$ cat src/rtl/exe_mem_unit.sv
// exe_mem_unit: execute stage with the ALU, the NZCV register, branch resolution and one outstanding data-memory access.
// Defining MEM_ALIGN_CHECK_EN adds the sticky align_err output and suppresses misaligned memory requests.
module exe_mem_unit #(
    parameter int DATA_W = 32,
    parameter int REG_AW = 4
) (
    input  logic              clk,
    input  logic              rst,
    input  logic              in_valid,
    output logic              in_ready,
    input  logic [3:0]        exe_cmd,
    input  logic              s_in,
    input  logic              b_in,
    input  logic              mem_r_en,
    input  logic              mem_w_en,
    input  logic              wb_en_in,
    input  logic [DATA_W-1:0] val_rn,
    input  logic [DATA_W-1:0] val2,
    input  logic [DATA_W-1:0] val_rm,
    input  logic [REG_AW-1:0] dest_in,
    input  logic [DATA_W-1:0] pc_in,
    input  logic [23:0]       imm24,
    output logic [3:0]        status,
    output logic              branch_taken,
    output logic [DATA_W-1:0] branch_addr,
    output logic              mem_req,
    output logic              mem_we,
    output logic [DATA_W-1:0] mem_addr,
    output logic [DATA_W-1:0] mem_wdata,
    input  logic [DATA_W-1:0] mem_rdata,
    input  logic              mem_ack,
    output logic              wb_valid,
    output logic              wb_en,
    output logic [REG_AW-1:0] wb_dest,
    output logic [DATA_W-1:0] wb_value
`ifdef MEM_ALIGN_CHECK_EN
    ,
    output logic              align_err
`endif
);
    typedef enum logic {IDLE, MEM_WAIT} state_t;
    state_t state, state_nx;

    logic [DATA_W-1:0] res, op2, addr, boff;
    logic [DATA_W:0]   sum;
    logic [REG_AW-1:0] mem_dest;
    logic is_sub, use_c, arith, cin, ovf, accept, is_mem, misalign, go_mem, ack, upd_flags;

    // SUB/SBC add the inverted operand so the carry out is NOT borrow.
    assign is_sub = exe_cmd == 4'b0100 || exe_cmd == 4'b0101;
    assign use_c  = exe_cmd == 4'b0011 || exe_cmd == 4'b0101;
    assign arith  = exe_cmd == 4'b0010 || exe_cmd == 4'b0011 || is_sub;
    assign op2    = is_sub ? ~val2 : val2;
    assign cin    = use_c ? status[1] : is_sub;
    assign sum    = {1'b0, val_rn} + {1'b0, op2} + {{DATA_W{1'b0}}, cin};
    assign ovf    = (val_rn[DATA_W-1] == op2[DATA_W-1]) && (sum[DATA_W-1] != val_rn[DATA_W-1]);
    assign addr   = val_rn + val2;
    assign boff   = {{(DATA_W-26){imm24[23]}}, imm24, 2'b00};

    always_comb begin
        res = '0;
        case (exe_cmd)
            4'b0001: res = val2;
            4'b1001: res = ~val2;
            4'b0010, 4'b0011, 4'b0100, 4'b0101: res = sum[DATA_W-1:0];
            4'b0110: res = val_rn & val2;
            4'b0111: res = val_rn | val2;
            4'b1000: res = val_rn ^ val2;
            default: res = '0;
        endcase
    end

    assign in_ready  = rst && state == IDLE;
    assign accept    = in_valid && in_ready;
    assign is_mem    = mem_r_en || mem_w_en;
    assign upd_flags = s_in && !is_mem;
`ifdef MEM_ALIGN_CHECK_EN
    assign misalign  = is_mem && !b_in && addr[1:0] != 2'b00;
`else
    assign misalign  = 1'b0;
`endif
    assign go_mem    = is_mem && !b_in && !misalign;
    assign ack       = state == MEM_WAIT && mem_ack;

    always_ff @(posedge clk or negedge rst)
        if (!rst) state <= IDLE;
        else      state <= state_nx;

    always_comb begin
        state_nx = state;
        if (state == IDLE && accept && go_mem) state_nx = MEM_WAIT;
        else if (ack)                         state_nx = IDLE;
    end

    always_ff @(posedge clk or negedge rst) begin
        if (!rst) begin
            status       <= '0;
            branch_taken <= 1'b0;
            branch_addr  <= '0;
            mem_req      <= 1'b0;
            mem_we       <= 1'b0;
            mem_addr     <= '0;
            mem_wdata    <= '0;
            mem_dest     <= '0;
            wb_valid     <= 1'b0;
            wb_en        <= 1'b0;
            wb_dest      <= '0;
            wb_value     <= '0;
        end else begin
            branch_taken <= 1'b0;
            wb_valid     <= 1'b0;
            if (accept) begin
                if (upd_flags)
                    status <= {res[DATA_W-1], ~|res, arith ? sum[DATA_W] : status[1], arith ? ovf : status[0]};
                if (b_in) begin
                    branch_taken <= 1'b1;
                    branch_addr  <= pc_in + boff;
                end
                if (go_mem) begin
                    mem_req   <= 1'b1;
                    mem_we    <= mem_w_en;
                    mem_addr  <= addr;
                    mem_wdata <= val_rm;
                    mem_dest  <= dest_in;
                end else begin
                    wb_valid <= 1'b1;
                    wb_en    <= wb_en_in && !b_in && !is_mem;
                    wb_dest  <= dest_in;
                    wb_value <= res;
                end
            end
            // Loads write back the data captured on the ack edge; stores only retire.
            if (ack) begin
                mem_req  <= 1'b0;
                wb_valid <= 1'b1;
                wb_en    <= !mem_we;
                wb_dest  <= mem_dest;
                if (!mem_we) wb_value <= mem_rdata;
            end
        end
    end

`ifdef MEM_ALIGN_CHECK_EN
    always_ff @(posedge clk or negedge rst)
        if (!rst)                      align_err <= 1'b0;
        else if (accept && misalign)   align_err <= 1'b1;
`endif
endmodule

$ cat config.mk
export PLATFORM = sky130hd
export DESIGN_NAME = exe_mem_unit
export DESIGN_NICKNAME = d
export VERILOG_FILES = /design/src/rtl/exe_mem_unit.sv
export SDC_FILE = /design/constraint.sdc
export NUM_CORES = 1
export LEC_CHECK = 0
export CORE_AREA = 2 2 164 166
export CTS_BUF_LIST = sky130_fd_sc_hd__clkbuf_4 sky130_fd_sc_hd__clkbuf_8 sky130_fd_sc_hd__clkbuf_16
export DETAILED_ROUTE_END_ITERATION = 10
export DIE_AREA = 0 0 166 168
export GPL_ROUTABILITY_DRIVEN = 0
export PLACE_DENSITY_LB_ADDON = 0.2
export SYNTH_ARGS = -nofsm -noshare
export SYNTH_HDL_FRONTEND = slang
export SYNTH_SLANG_ARGS = --single-unit
$ cat constraint.sdc
create_clock -name clk -period 4.5 [get_ports clk]
set_input_delay 1.125 -clock clk [delete_from_list [all_inputs] [get_ports clk]]
set_output_delay 1.125 -clock clk [all_outputs]
set_load 0.05 [all_outputs]
### Word level (Yosys, flattened, before mapping)

Index checks and enable logic that the tools add are counted.

* $add $sub $neg: 4
* reductions and logical operators: 30
* magnitude comparators: 0
* multipliers: 0
* mux-type cells: 23
* shift operators: 0
* div/mod/pow operators: 0
* eq/ne operators: 12
* bitwise logic cells: 5

Operator list (count)
* $pmux 32 s6: 1
* $mux 32: 5
* $add 32x32->32: 2
* $add 32x32->33: 1
* $add 33x1->33: 1
* $and 32x32->32: 1
* $not 32->32: 1
* $or 32x32->32: 1
* $reduce_or 32->1: 1
* $xor 32x32->32: 1
* $eq 4x3->1 const B: 4
* $mux 1: 14
* $mux 4: 3
* $logic_and 1x1->1: 10
* $reduce_and 2->1: 5
* $eq 4x2->1 const B: 2
* $eq 4x4->1 const B: 2
* $reduce_bool 2->1: 3
* $logic_or 1x1->1: 5
* $eq 4x1->1 const B: 1
* $logic_not 1->1: 4
* $reduce_or 4->1: 1
* $reduce_and 3->1: 1
* $ne 2x1->1 const B: 1
* other kinds (3): 3

* RAM bits: 0
* register bits: 146
* bits in latches: 0
* memories kept: 0
* memory bits (read-only): 0

### Logic depth before layout (Yosys ltp)

Gate-level depths: netlist (run 1).

* depth in word-level cells: 10
* gate-level depth with buffers: 20
* depth with buffers taken out: 16

### Worst setup path before layout (run 1)

No wires, ideal clock.

* path type: input to register
* start: in exe_cmd[3]
* end: reg status[2]
* cell stages on the path: 18
* arrival: 5.866 ns
* buffers on the path: 5
* library setup time: 0.092 ns
* path slack: -1.458 ns
* cells stage by stage: buf_1 clkbuf_1 buf_1 nor3b_1 clkbuf_1 buf_1 xnor2_1 fa_1 a211oi_1 o211ai_1 a22o_4 o311ai_2 o211ai_1 a211o_1 a2111o_1 nor4_2 nand4_1 o31ai_2

* longest elaborated chain between the ends: 8

Ends and longest elaborated chain
* start: declaration: RTL line 11 `input logic [3:0] exe_cmd,`
* $eq 4x3->1 (on tied branches): RTL line 50, 62, 51
* $logic_or 1x1->1: RTL line 50 `assign is_sub = exe_cmd == 4'b0100 || exe_cmd == 4'b0101;`
* $mux 32: RTL line 53 `assign op2 = is_sub ? ~val2 : val2;`
* $add 32x32->33: RTL line 55 `assign sum = {1'b0, val_rn} + {1'b0, op2} + {{DATA_W{1'b0}}, cin};`
* $add 33x1->33: RTL line 55
* $pmux 32 s6 *: RTL line 62 `case (exe_cmd)`
* $reduce_or 32->1 *: RTL line 114 `status <= {res[DATA_W-1], ~|res, arith ? sum[DATA_W] : status[1], arith ? ovf : status[0]};`
* $logic_not 1->1 *: RTL line 114
* end signal: assignment: RTL line 114
* end: declaration: RTL line 23 `output logic [3:0] status,`

Mark *: on every way between the ends. The rest lies on a longest branch, timed or not.
A chain may end at the register's enable or synchronous reset.

### Worst setup path in the final report (run 1)

* start: in val2[0]
* end: reg status[2]

* longest elaborated chain between the ends: 7

Ends and longest elaborated chain
* start: declaration: RTL line 18 `input logic [DATA_W-1:0] val2,`
* $not 32->32: RTL line 53, 64
* $mux 32: RTL line 53
* $add 32x32->33: RTL line 55
* $add 33x1->33: RTL line 55
* $pmux 32 s6 *: RTL line 62
* $reduce_or 32->1 *: RTL line 114
* $logic_not 1->1 *: RTL line 114

Marked as above.

==> results of run 1 <==
-- worst max-delay path: cells and delay by family --
| kind | cells | cell delay (ns) |
|---|---|---|
| xor gates and xnor gates | 1 | 0.15 |
| adders and majority gates | 1 | 0.42 |
| AOI/OAI and AO/OA | 8 | 1.99 |
| and+or+nand+nor | 2 | 0.46 |
| buffers and inverters | 2 | 0.59 |
-- worst max-delay path by stage --
stage                                  to  slack, ns  depth (start not counted)
CTS                 status[2]$_DFFE_PN0P_      -0.01                         18
global route        status[2]$_DFFE_PN0P_   -0.00004                         14
finish              status[2]$_DFFE_PN0P_       0.09                         14
global placement    status[2]$_DFFE_PN0P_      -0.51                         17
floorplan           status[2]$_DFFE_PN0P_      -0.22                         18
detailed placement  status[2]$_DFFE_PN0P_      -0.60                         16
-- per-layer routing --
metal	vias to the layer above	track usage, %	wire (µm)
li1	6732	-	-
met1	6517	39.21	18470
met2	580	50.71	20250
met3	78	8.486	3996
met4	2	10.17	1267
met5	-	0	13
-- sequential cells by signal (all words and copies together) (netlist names), 4 cells and up --
| signal | cells |
|---|---|
| branch_addr | 32 |
| mem_addr | 32 |
| mem_wdata | 32 |
| wb_value | 32 |
| mem_dest | 4 |
| status | 4 |
| wb_dest | 4 |
-- where the power goes --
group	total (mW)	switching, mW	internal [mW]
registers	1.84	0.190	1.65
clock network	1.61	0.703	0.904
logic	3.91	2.41	1.50
total	7.36	3.30	4.06
-- synth_stat cells, drive strengths merged (6+ instances only) --
master,n
nand2,294
dfrtp,146
o21ai,143
ha,124
a21oi,111
inv,94
nor2,93
xnor2,68
clkbuf,66
xor2,58
a21o,40
a211oi,30
nor3,23
nand3,22
a22oi,21
o21a,20
nand2b,18
o211ai,18
buf,17
nand4,17
o22ai,17
o31ai,17
a31oi,12
nor2b,12
a22o,11
a311oi,9
mux2i,9
o21bai,9
and2,8
nor3b,8
and3,7
o311ai,6
-- metrics by stage --
step	setup WS, ns	utilization, %	power (mW)
2_1_floorplan	-0.2164	-	4.194
3_3_place_gp	-0.5102	68.06	5.636
4_1_cts	-0.01135	70.57	7.334
3_5_place_dp	-0.6034	68.06	5.703
5_1_grt	-0.00003952	71.12	7.722
6_report	0.08505	71.12	7.356
-- logic make-up after synthesis --
kind of cell	count (synthesis)	synth area share, %
multiplexers	11	0.8766
flip-flops	146	28.44
XOR/XNOR	126	8.591
AO/OA/AOI/OAI	511	25.76
adder cells (fa/ha/maj)	128	12.70
buffers and inverters	177	5.172
AND/OR/NAND/NOR	534	18.46
-- repair_timing --
item	in CTS	in global routing
endpoints found under the setup margin	4	13
pin swaps	4	19
gates cloned	0	1
gates resized for setup	5	20
buffers inserted	1	5
-- cell type report --
type / count / area share, %
Multi-Input combinational cell: 1310 / 46.70
Sequential cell: 146 / 19.50
Inverter: 94 / 1.883
Tap cell: 341 / 2.277
Clock buffer: 17 / 2.270
Clock inverter: 15 / 1.142
Timing Repair Buffer: 535 / 26.23
==> out/qor.yml, run 1 <==
run_status:
  status: "complete, no violations"
synthesis:
  synth_top_area_cell: "dfrtp_1"
  synth_edf_count: 0
  async_reset_ff_share_pct: 100.0
  synthTopCellsByArea: "dfrtp_1 28%, ha_1 12%, nand2_1 8.6%, o21ai_0 5.5%, xnor2_1 4.6%"
  syn_nets: 1962
  synth_seq_cells: 146
  synth_top_flop_cell: "dfrtp_1"
  synth_cells: 1633
  yosysUniqueCellTypes: 70
  ys_seq_area_share_pct: 28.44
  synthDominantCellAreaShare_pct: 28.44
  ys.warnings.count: 0
  syn_area_per_cell_um2: 7.867
  syn_area_um2: 12850
sta:
  max_slew_margin_pct: 31.54
  drv_slew: 0
  fmax_mhz: 226.5
  hold_slack_ns: 0.4778
  finalHoldViolations: 0
  timing.final.crit_share_pct: 98.11
  worst_pin_slew_ns: 1.023
  setup_violations: 0
  fin_setup_tns_ns: 0
  min_period_ns: 4.415
  skew_ns: 0.01906
global_routing:
  grt-ovfl-total: 0
  antenna_found_initial: 1
  grt_pass1_wl_um: 69460
  track_usage_pct: 30.77
  grt_max_degree: 147
  grt_pass1_vias: 13560
final_layout:
  antenna-diode-count: 0
  fillers: 2104
  final_nets: 2433
  drive_gt1_share_pct: 13.13
  layout_common_cells: "337 x clkdlybuf4s50_1, 292 x nand2_1, 189 x buf_4"
  multi_input_area_um2: 8752
  stdcell_count: 2458
  syn2layout_area_growth_pct: 45.89
  final_common_cell: "clkdlybuf4s50_1"
  stdcell_area_um2: 18740
  regArea_um2: 3654
floorplan:
  core_area_um2: 26350
  start_util_pct: 48.75
  core.rowCount: 60
  die_h_um: 168
  die_x_um: 166
  io_pins: 343
  dieArea_um2: 27890
critical_path:
  path_common_cell: "o211ai_1"
  startpoint: "val2[0]"
  r2r_end: "status[2]$_DFFE_PN0P_"
  cp_max_fo: 5
  rrSetupSlack_ns: 0.84
  crit_arrival_ns: 4.75
  cp-end-kind: "flip-flop"
  reg2regPathDepth: 13
  critPathRequiredTime_ns: 4.84
  slowest_delay_ns: 0.50
  r2r_start: "status[1]$_DFFE_PN0P_"
  cp-start-kind: "input pin"
  crit_type: "input pin to flip-flop"
  slowest_stage: "clkdlybuf4s50_1"
  cp_cell_sequence: "clkdlybuf4s50_1, inv_1, xnor2_2, fa_2, a211oi_4, o211ai_1, a22o_4, o311ai_4, o211ai_1, a211o_1, a2111o_1, nor4_4, nand4_1, o31ai_2"
cts:
  cts_hold_buffers: 0
  cts_tree: "done"
  clk_pin_slew_ns: 0.08
  cts_root_buffer: "clkbuf_16"
  cts_max_level: 4
  cts_buffers: 17
  clk_latency_ns: 0.44
  cts.sinks: 146
  cts.path.max_buffers: 2
place:
  port_buffers: 342
  hpwl_um: 34140
  dpl_cell_area_um2: 17930
  place_inst: 2419
drt:
  drcViolationCount: 0
  routed_via_density: 5.659
  dr.pass1.iters: 5
  via_count: 13910
  postRouteAntennaNets: 0
  drtIter0Drc: 958
  routed_wl_um: 43990
  wire_per_inst_um: 17.90
hold_path:
  hold_end: "branch_addr[1]$_DFFE_PN0P_"
  hold-path-cell-count: 2
  min-delay-start: "branch_addr[1]$_DFFE_PN0P_"
  min_path_type: "flip-flop to flip-flop"
power_and_ir_drop:
  p_leak_nw: 8.597
  irDropWorstVdd_mv: 0.3125
  p_per_area_nw_per_um2: 392.5
run:
  cap_violations: 0
(Power assumes the default switching activity.)
==> run 2, diff against run 1 <==
--- a/config.mk
+++ b/config.mk
@@ -11,6 +11,7 @@
 export DIE_AREA = 0 0 166 168
 export GPL_ROUTABILITY_DRIVEN = 0
 export PLACE_DENSITY_LB_ADDON = 0.2
+export SLEW_MARGIN = 0
 export SYNTH_ARGS = -nofsm -noshare
 export SYNTH_HDL_FRONTEND = slang
 export SYNTH_SLANG_ARGS = --single-unit
==> results of run 2 <==
The final DEF is identical to that of run 1; final timing and power are the same.
